**src/rtl/regfile_dump_if.sv**
```systemverilog
// Bundles the register-file debug read port and the outgoing dump stream.
// The master side is the dump engine; the slave side is the register file and the stream consumer together.
interface regfile_dump_if;
    logic [4:0]  debug_raddr;
    logic [31:0] debug_reg;
    logic        out_valid;
    logic        out_ready;
    logic [4:0]  out_index;
    logic [31:0] out_data;
    logic        out_last;

    modport master (
        output debug_raddr,
        input  debug_reg,
        output out_valid,
        input  out_ready,
        output out_index,
        output out_data,
        output out_last
    );

    modport slave (
        input  debug_raddr,
        output debug_reg,
        input  out_valid,
        output out_ready,
        input  out_index,
        input  out_data,
        input  out_last
    );
endinterface

```
**src/rtl/regfile_dump.sv**
```systemverilog
// Walks the register file through its debug read port and streams each register out as one beat.
// Register 31 is always the final beat; done pulses for one cycle after that beat is accepted.
module regfile_dump #(
    parameter bit SKIP_X0 = 1'b1
) (
    input  logic                  clk,
    input  logic                  resetn,
    input  logic                  start_i,
    input  logic                  abort_i,
    output logic                  busy_o,
    output logic                  done_o,
    regfile_dump_if.master        bus
);

    typedef enum logic [1:0] {
        IDLE  = 2'd0,
        FETCH = 2'd1,
        SEND  = 2'd2
    } state_e;

    localparam logic [4:0] FIRST_REG = SKIP_X0 ? 5'd1 : 5'd0;
    localparam logic [4:0] LAST_REG  = 5'd31;

    state_e      state_q, state_d;
    logic [4:0]  ptr_q, ptr_d;
    logic [4:0]  index_q, index_d;
    logic [31:0] data_q, data_d;
    logic        last_q, last_d;
    logic        done_q, done_d;

    always_ff @(posedge clk or negedge resetn) begin
        if (!resetn) begin
            state_q <= IDLE;
            ptr_q   <= 5'd0;
            index_q <= 5'd0;
            data_q  <= 32'd0;
            last_q  <= 1'b0;
            done_q  <= 1'b0;
        end else begin
            state_q <= state_d;
            ptr_q   <= ptr_d;
            index_q <= index_d;
            data_q  <= data_d;
            last_q  <= last_d;
            done_q  <= done_d;
        end
    end

    // Abort outranks everything, including a handshake on the final beat, so it never yields done.
    always_comb begin
        state_d = state_q;
        ptr_d   = ptr_q;
        index_d = index_q;
        data_d  = data_q;
        last_d  = last_q;
        done_d  = 1'b0;

        unique case (state_q)
            IDLE: begin
                if (start_i && !abort_i) begin
                    state_d = FETCH;
                    ptr_d   = FIRST_REG;
                end
            end
            FETCH: begin
                if (abort_i) begin
                    state_d = IDLE;
                end else begin
                    data_d  = bus.debug_reg;
                    index_d = ptr_q;
                    last_d  = (ptr_q == LAST_REG);
                    state_d = SEND;
                end
            end
            SEND: begin
                if (abort_i) begin
                    state_d = IDLE;
                end else if (bus.out_ready) begin
                    if (last_q) begin
                        state_d = IDLE;
                        done_d  = 1'b1;
                    end else begin
                        ptr_d   = ptr_q + 5'd1;
                        state_d = FETCH;
                    end
                end
            end
            default: begin
                state_d = IDLE;
            end
        endcase
    end

    assign busy_o          = (state_q != IDLE);
    assign done_o          = done_q;
    assign bus.out_valid   = (state_q == SEND);
    assign bus.debug_raddr = (state_q == FETCH) ? ptr_q : 5'd0;
    assign bus.out_index   = index_q;
    assign bus.out_data    = data_q;
    assign bus.out_last    = last_q;

endmodule

```
**src/flat_wrapper.sv**
```systemverilog
// flat-port wrapper written by rule: the top's interface ports become plain ports
module regfile_dump_flat 
#(
    parameter bit SKIP_X0 = 1'b1
)
  (clk, resetn, start_i, abort_i, busy_o, done_o, bus_debug_raddr, bus_debug_reg, bus_out_valid, bus_out_ready, bus_out_index, bus_out_data, bus_out_last);
  regfile_dump_if bus_i ();
  input  logic clk;
  input  logic resetn;
  input  logic start_i;
  input  logic abort_i;
  output logic busy_o;
  output logic done_o;
  output wire logic [$bits(bus_i.debug_raddr)-1:0] bus_debug_raddr;
  input wire logic [$bits(bus_i.debug_reg)-1:0] bus_debug_reg;
  output wire logic [$bits(bus_i.out_valid)-1:0] bus_out_valid;
  input wire logic [$bits(bus_i.out_ready)-1:0] bus_out_ready;
  output wire logic [$bits(bus_i.out_index)-1:0] bus_out_index;
  output wire logic [$bits(bus_i.out_data)-1:0] bus_out_data;
  output wire logic [$bits(bus_i.out_last)-1:0] bus_out_last;
  assign bus_debug_raddr = bus_i.debug_raddr;
  assign bus_i.debug_reg = bus_debug_reg;
  assign bus_out_valid = bus_i.out_valid;
  assign bus_i.out_ready = bus_out_ready;
  assign bus_out_index = bus_i.out_index;
  assign bus_out_data = bus_i.out_data;
  assign bus_out_last = bus_i.out_last;
  regfile_dump #(.SKIP_X0(SKIP_X0)) u_core (.clk(clk), .resetn(resetn), .start_i(start_i), .abort_i(abort_i), .busy_o(busy_o), .done_o(done_o), .bus(bus_i));
endmodule
```
**config.mk**
```make
export PLATFORM = sky130hd
export DESIGN_NAME = regfile_dump_flat
export DESIGN_NICKNAME = d
export VERILOG_FILES = /design/src/rtl/regfile_dump_if.sv /design/src/rtl/regfile_dump.sv /design/src/flat_wrapper.sv
export SDC_FILE = /design/constraint.sdc
export NUM_CORES = 1
export LEC_CHECK = 0
export CORE_AREA = 2 2 69 71
export CTS_CLUSTER_DIAMETER = 120
export DETAILED_ROUTE_END_ITERATION = 7
export DIE_AREA = 0 0 71 73
export PLACE_DENSITY = 0.95
export SETUP_SLACK_MARGIN = 0.3
export SYNTH_ARGS = -nofsm -noshare
export SYNTH_HDL_FRONTEND = slang
export SYNTH_SLANG_ARGS = --single-unit
```
**constraint.sdc**
```tcl
create_clock -name clk -period 2.4 [get_ports clk]
set_input_delay 0.48 -clock clk [delete_from_list [all_inputs] [get_ports clk]]
set_output_delay 0.48 -clock clk [all_outputs]
set_load 0.02 [all_outputs]
```
==> metrics.log <==
INFO  metric die_width = 71 µm
INFO  metric num_io_pins = 83
INFO  metric diodes = 0
INFO  metric antenna_violating_nets_post_route = 0
INFO  metric syn2layout_area_growth = 47.84%
INFO  metric clkPwrFrac = 22.2%
INFO  metric detail_route.wl_per_cell = 14.92 µm
INFO  metric post_cts_resize_count = 9
INFO  metric timing.final.crit_share = 80.55%
INFO  metric p_sw = 710.2 µW
INFO  metric cts_root_buffer_type = sky130_fd_sc_hd__clkbuf_8
INFO  metric yosys.cell_types.count = 29
INFO  metric vias_per_cell = 4.889
INFO  metric design_area = 2958 µm²
INFO  metric maximum_net_fanout_on_the_critical_path = 11
INFO  metric ctsLongestPathBuffers = 2
INFO  metric layout.filler_cells = 345
INFO  metric post_cts_buffers = 0
INFO  metric hold_fix_buffers_cts = 0
INFO  metric fin_nets = 254
INFO  metric cts_num_sinks = 46
INFO  metric cp-end-kind = output pin
INFO  metric layout_min_cycle_time = 1.933 ns
INFO  metric tritoncts_clock_tree = built
INFO  metric report.final.setup_viol = 0
INFO  metric mappedNetlistNets = 167
INFO  metric syn-mean-instance-area = 15.63 µm²
INFO  metric vdd_drop_max = 343.6 µV
INFO  metric drt_iter0_markers = 63
INFO  metric dp_hpwl = 2950 µm
INFO  metric p_int = 1.756 mW
INFO  metric design.core.area = 4536 µm²
INFO  metric report.final.hold_viol_count = 0
INFO  metric path_clk_slew = 0.08 ns
INFO  metric clock_latency = 0.29 ns
INFO  metric synthesis.area = 2001 µm²
INFO  metric global_route_wire_length_before_repair = 6451 µm
INFO  metric status = finished clean
INFO  metric timing.fmax = 517.3 MHz
INFO  metric global_placement_routability_congestion = 0.7652
INFO  metric grt_max_degree = 47
INFO  metric p_sw_share = 28.79%
INFO  metric gr-usage-all-layers = 16.12%
INFO  metric critPathArrivalTime = 1.45 ns
INFO  metric power.combinational.fraction = 35.6%
INFO  metric share_seq_of_total_power = 42.2%
INFO  metric firstDrtPassIters = 4
INFO  metric ys_async_rst_share = 100.0%
INFO  metric setup_tns = 0 ns
INFO  metric synth.yosys.warnings = 0
INFO  metric synth_enable_flop_cells = 0
INFO  metric r2r_slack = 0.76 ns
INFO  metric grt_overflow = 0
INFO  metric ys.flop_type = sky130_fd_sc_hd__dfrtp_1
INFO  metric detail_route.drc_violations = 0
INFO  metric portBuffers = 82
INFO  metric chipHeight = 73 µm
INFO  metric critPathLaunchType = flop
INFO  metric clock-skew-final = 0.005417 ns
INFO  metric total_power = 2.466 mW
INFO  metric via_count_of_the_first_global_routing_pass = 1381
INFO  metric worst_pin_slew = 0.5636 ns
INFO  metric ys_seq_area_share = 57.54%
INFO  metric drv_slew = 0
INFO  metric leakagePower = 1.329 nW
INFO  metric slew_headroom = 62.03%
INFO  metric design.die.area = 5183 µm²
INFO  metric cts_buffers = 5
INFO  metric postSynthCellCount = 128
INFO  metric via_count = 1320
INFO  metric drt-total-wl = 4028 µm
INFO  metric dpl_cell_area = 2855 µm²
INFO  metric antenna_violations_before_repair = 0
INFO  metric clock_tree.htree_level_count = 2
INFO  metric ys_ff_latch = 46
INFO  metric drv_cap = 0
INFO  metric setup_repair_after_global_routing_missed_its_margin = no
INFO  metric layout-drive-gt1-share = 25.93%
INFO  metric setup.worst_path.class = flop to output pin
INFO  metric required = 1.92 ns
INFO  metric std_cell_rows = 25
INFO  metric powerDensity = 833.9 nW/µm²
INFO  metric class_of_the_most_critical_hold_timing_path = input pin to async pin
INFO  metric starting_density_of_the_core = 44.11%
path summary, 6_finish.rpt:
kind | from | endpoint | cells past startpoint
setup / recovery | u_core.state_q[1] | bus_debug_raddr[3] | 3
hold / removal | resetn | u_core.ptr_q[0] | 2
setup reg to reg | u_core.ptr_q[0] | u_core.ptr_q[4] | 5
hold reg to reg | u_core.bus.out_data[8] | u_core.bus.out_data[8] | 1
max in group asynchronous | resetn | u_core.state_q[1] | 2
min in group clk | u_core.bus.out_data[8] | u_core.bus.out_data[8] | 1
per-stage QoR:
stage                     util (%)  setup WS [ns]  hold WS (ns)  cells
final                        65.21         0.4668        0.2575    270
after global routing         65.21         0.3920        0.3112    270
after CTS                    65.21         0.4416        0.2781    270
after detailed placement     62.95         0.3535        0.4990    262
after global placement       62.95         0.4102        0.4907    262
after floorplan                  -         0.8506        0.1844    128
logic make-up (layout without fill, tap and decap cells):
kind of cell / count (synthesis) / in the layout / share of synthesized area (%)
flip-flops: 46 / 46 / 57.54
multiplexers: 40 / 40 / 26.20
AND/OR/NAND/NOR: 20 / 20 / 6.692
buffers and inverters: 8 / 96 / 3.752
adder cells (fa/ha/maj): 2 / 2 / 1.251
AO/OA/AOI/OAI: 12 / 12 / 4.565
synthesized netlist by cell type (2+ instances only):
library cell / instances / share of area, %
sky130_fd_sc_hd__a21oi_1: 2 / 0.50
sky130_fd_sc_hd__a22o_1: 4 / 1.8
sky130_fd_sc_hd__and2_1: 6 / 1.9
sky130_fd_sc_hd__buf_12: 2 / 2.0
sky130_fd_sc_hd__dfrtp_1: 46 / 58
sky130_fd_sc_hd__ha_1: 2 / 1.3
sky130_fd_sc_hd__inv_1: 3 / 0.56
sky130_fd_sc_hd__mux2_2: 19 / 11
sky130_fd_sc_hd__mux2_4: 20 / 15
sky130_fd_sc_hd__nor2_1: 3 / 0.56
sky130_fd_sc_hd__nor4b_1: 2 / 0.88
sky130_fd_sc_hd__o21ai_0: 2 / 0.50
layout make-up:
class                           instances  area [µm²]  share of cell area (%)
Multi-Input combinational cell         74       774.5                   26.18
Inverter                                3       11.26                  0.3807
Sequential cell                        46        1154                   39.00
Timing Repair Buffer                   85       842.1                   28.47
Clock inverter                          3       40.04                   1.354
Tap cell                               54       67.56                   2.284
Clock buffer                            5       68.82                   2.327
cells in the final DEF (no fill, tap or decap), drive strengths merged:
cell and n:
a21oi 2, a221o 1, a22o 4, a22oi 1, and2 6, and2b 1, and3 1, and4b 1
buf 4, bufinv 1, clkbuf 5, clkdlybuf4s50 74, clkinv 2, dfrtp 46, dlygate4sd2 7, ha 2
inv 3, mux2 39, mux2i 1, nand2 1, nand2b 1, nand3 1, nor2 3, nor2b 2
nor4b 2, o211a 1, o21ai 2, o2bb2ai 1, or2 1
registers in the layout (all words and copies together), names as in the netlist:
name,count
u_core.ptr_q,5
u_core.done_o,1
u_core.bus.out_index,5
u_core.bus.out_last,1
u_core.bus.out_data,32
u_core.state_q,2
per-layer routing:
| metal | up-vias | wire (µm) | GRT usage, % |
|---|---|---|---|
| li1 | 627 | - | - |
| met1 | 643 | 1780 | 20.72 |
| met2 | 46 | 1977 | 26.79 |
| met3 | 4 | 208 | 2.762 |
| met4 | 0 | 62 | 7.547 |
| met5 | - | 0 | 0 |
worst max-delay path, stage by stage (launching register included):
cell and delay [ns]:
sky130_fd_sc_hd__dfrtp_2 0.49, sky130_fd_sc_hd__nor2b_4 0.19, sky130_fd_sc_hd__and2_1 0.14, sky130_fd_sc_hd__dlygate4sd2_1 0.34
power by group through the flow:
stage          clock network, mW  registers [mW]  logic, mW
5_1_grt                    0.598            1.06      0.927
2_1_floorplan                  0            1.24      0.251
4_1_cts                    0.565            1.04      0.891
3_3_place_gp                   0            1.05      0.871
6_report                   0.548            1.04      0.878
3_5_place_dp                   0            1.06      0.892
Power figures use the tool's default switching activity.
==> patch: new RTL, same settings <==
The 3 states of `state_e` get a one-hot encoding in 3 bits.
--- a/src/rtl/regfile_dump.sv
+++ b/src/rtl/regfile_dump.sv
@@ -14,6 +14,6 @@
 
-    typedef enum logic [1:0] {
-        IDLE  = 2'd0,
-        FETCH = 2'd1,
-        SEND  = 2'd2
+    typedef enum logic [2:0] {
+        IDLE  = 3'b001,
+        FETCH = 3'b010,
+        SEND  = 3'b100
     } state_e;
Function: same outputs for any inputs over 10 cycles, from zero or initial values and one cycle with resetn low; not proved beyond that.
==> patch against the unedited design <==
  * Routed wire length shrank 0.67%
  * First-iteration DRC count decreased by 59%
  * Via count up 2.1%
  * Worst setup slack got worse by 110 ps
  * Area after synthesis fell by 4.6%
  * Clock skew barely moved
  * Total power is 7.1% lower
  * Design area is 1.8% lower
  * Critical path type unchanged
  * Sequential cell count is 1 higher
==> patch: results (changes against the unedited design) <==
- Overall Global Routing Usage: 0.162 (+0.000851)
- Initial DRC Count: 26 (-59%)
- Synth Area in Compound Gates: 0.0289 (-0.0168)
- Setup slack at placement: 289 ps (-64.3 ps)
- Net Sw Frac: 0.282 (-0.00552)
- Worst path slowest cell: dfstp_2
- Leakage Power: 1.33 nW (-0.16%)
- Most frequent cells after synthesis: dfrtp_1, mux2_1, and2_1
- Number of library cell types mapped by synthesis: 27 (-6.9%)
- Synth top area cells: dfrtp_1, mux2_1, and2_1, dfstp_2, a31oi_1
- Largest net degree at the start of global routing: 41 (-13%)
- Layout Skew: 5.32 ps (-0.0950 ps)
- Mean number of vias per cell: 4.99 (+2.1%)
- WL final: 4000 um (-0.67%)
- Crit Path Max Fanout: 5 (-6)
- Gp weighted congestion: 0.811 (+5.9%)
- Ratio of cells with drive above 1 in the final layout: 0.0880 (-0.171)
- Worst EP arrival: 1570 ps (+120 ps)
- First-pass GRT wire length: 6410 um (-0.64%)
- Status: complete, no violations
- Worst stage delay on the critical path: 600 ps (+110 ps)
- Adder-cell share of the synthesized area: 0.0131 (+0.000607)
- Slew HR: 0.427 (-0.194)
- H-tree levels: 2 (unchanged)
- Seq/Total Area, Yosys: 0.617 (+0.0417)
- Vias in the first global route: 1413 (+2.3%)
## patch: worst paths after layout
check                                                        start                                  end  slack (ps)  cells past startpoint
min in group clk                u_core.bus.out_data[6]$_DFFE_PN0P_   u_core.bus.out_data[6]$_DFFE_PN0P_         490                      1
worst max register to register       u_core.state_q[2]$_DFFE_PN0P_  u_core.bus.out_data[10]$_DFFE_PN0P_         650                      5
worst min-delay path                                        resetn  u_core.bus.out_data[29]$_DFFE_PN0P_         290                      1
max in group asynchronous                                   resetn   u_core.bus.out_data[3]$_DFFE_PN0P_        1450                      2
worst min register to register  u_core.bus.out_data[6]$_DFFE_PN0P_   u_core.bus.out_data[6]$_DFFE_PN0P_         490                      1
worst max-delay path                 u_core.state_q[0]$_DFFE_PN1P_                               busy_o         350                      2
## patch: area by class of cell
| class | count | area [um2] |
|---|---|---|
| inverter | 3 | 11.3 |
| tap | 54 | 67.6 |
| fill | 347 | 1630 |
| timing repair buffer | 87 | 855 |
| multi-input combinational | 72 | 689 |
| clock buffer | 6 | 72.6 |
| sequential | 47 | 1180 |
| clock inverter | 1 | 30.0 |
## patch: timing repair
item	CTS	global route
cloned	0	0
endpoints found under the setup margin	7	3
gates resized for setup	9	4
hold buffers	0	0
setup buffers	1	0
## patch: routing by layer
layer | GRT usage | vias up | part of all wire
li1 | - | 624 | -
met1 | 0.181 | 660 | 0.39
met5 | 0 | - | 0
met4 | 0.0503 | 0 | 0.011
met2 | 0.287 | 60 | 0.51
met3 | 0.0635 | 4 | 0.089
## patch: per-stage QoR
step	instance area (um2)	hold slack, ps	instances	util	power (W)
2_1_floorplan	1910	184	127	-	0.00135
6_report	2900	294	270	0.640	0.00229
3_3_place_gp	2790	466	262	0.616	0.00174
3_5_place_dp	2790	474	262	0.616	0.00177
4_1_cts	2910	327	270	0.641	0.00232
5_1_grt	2900	366	270	0.640	0.00240
## patch: cells by family after synthesis
| kind of cell | after synthesis |
|---|---|
| mux | 40 |
| flops | 47 |
| fa+ha+maj | 2 |
| compound gates | 8 |
| buf+inv | 8 |
| simple gates | 22 |
## patch: power by group through the flow
stage                     Sequential, W  Clock (W)  Combinational (W)
final                           0.00102   0.000551           0.000720
after global routing            0.00104   0.000595           0.000761
after CTS                       0.00102   0.000571           0.000730
after detailed placement        0.00104          0           0.000729
after global placement          0.00103          0           0.000717
after floorplan                 0.00123          0           0.000119
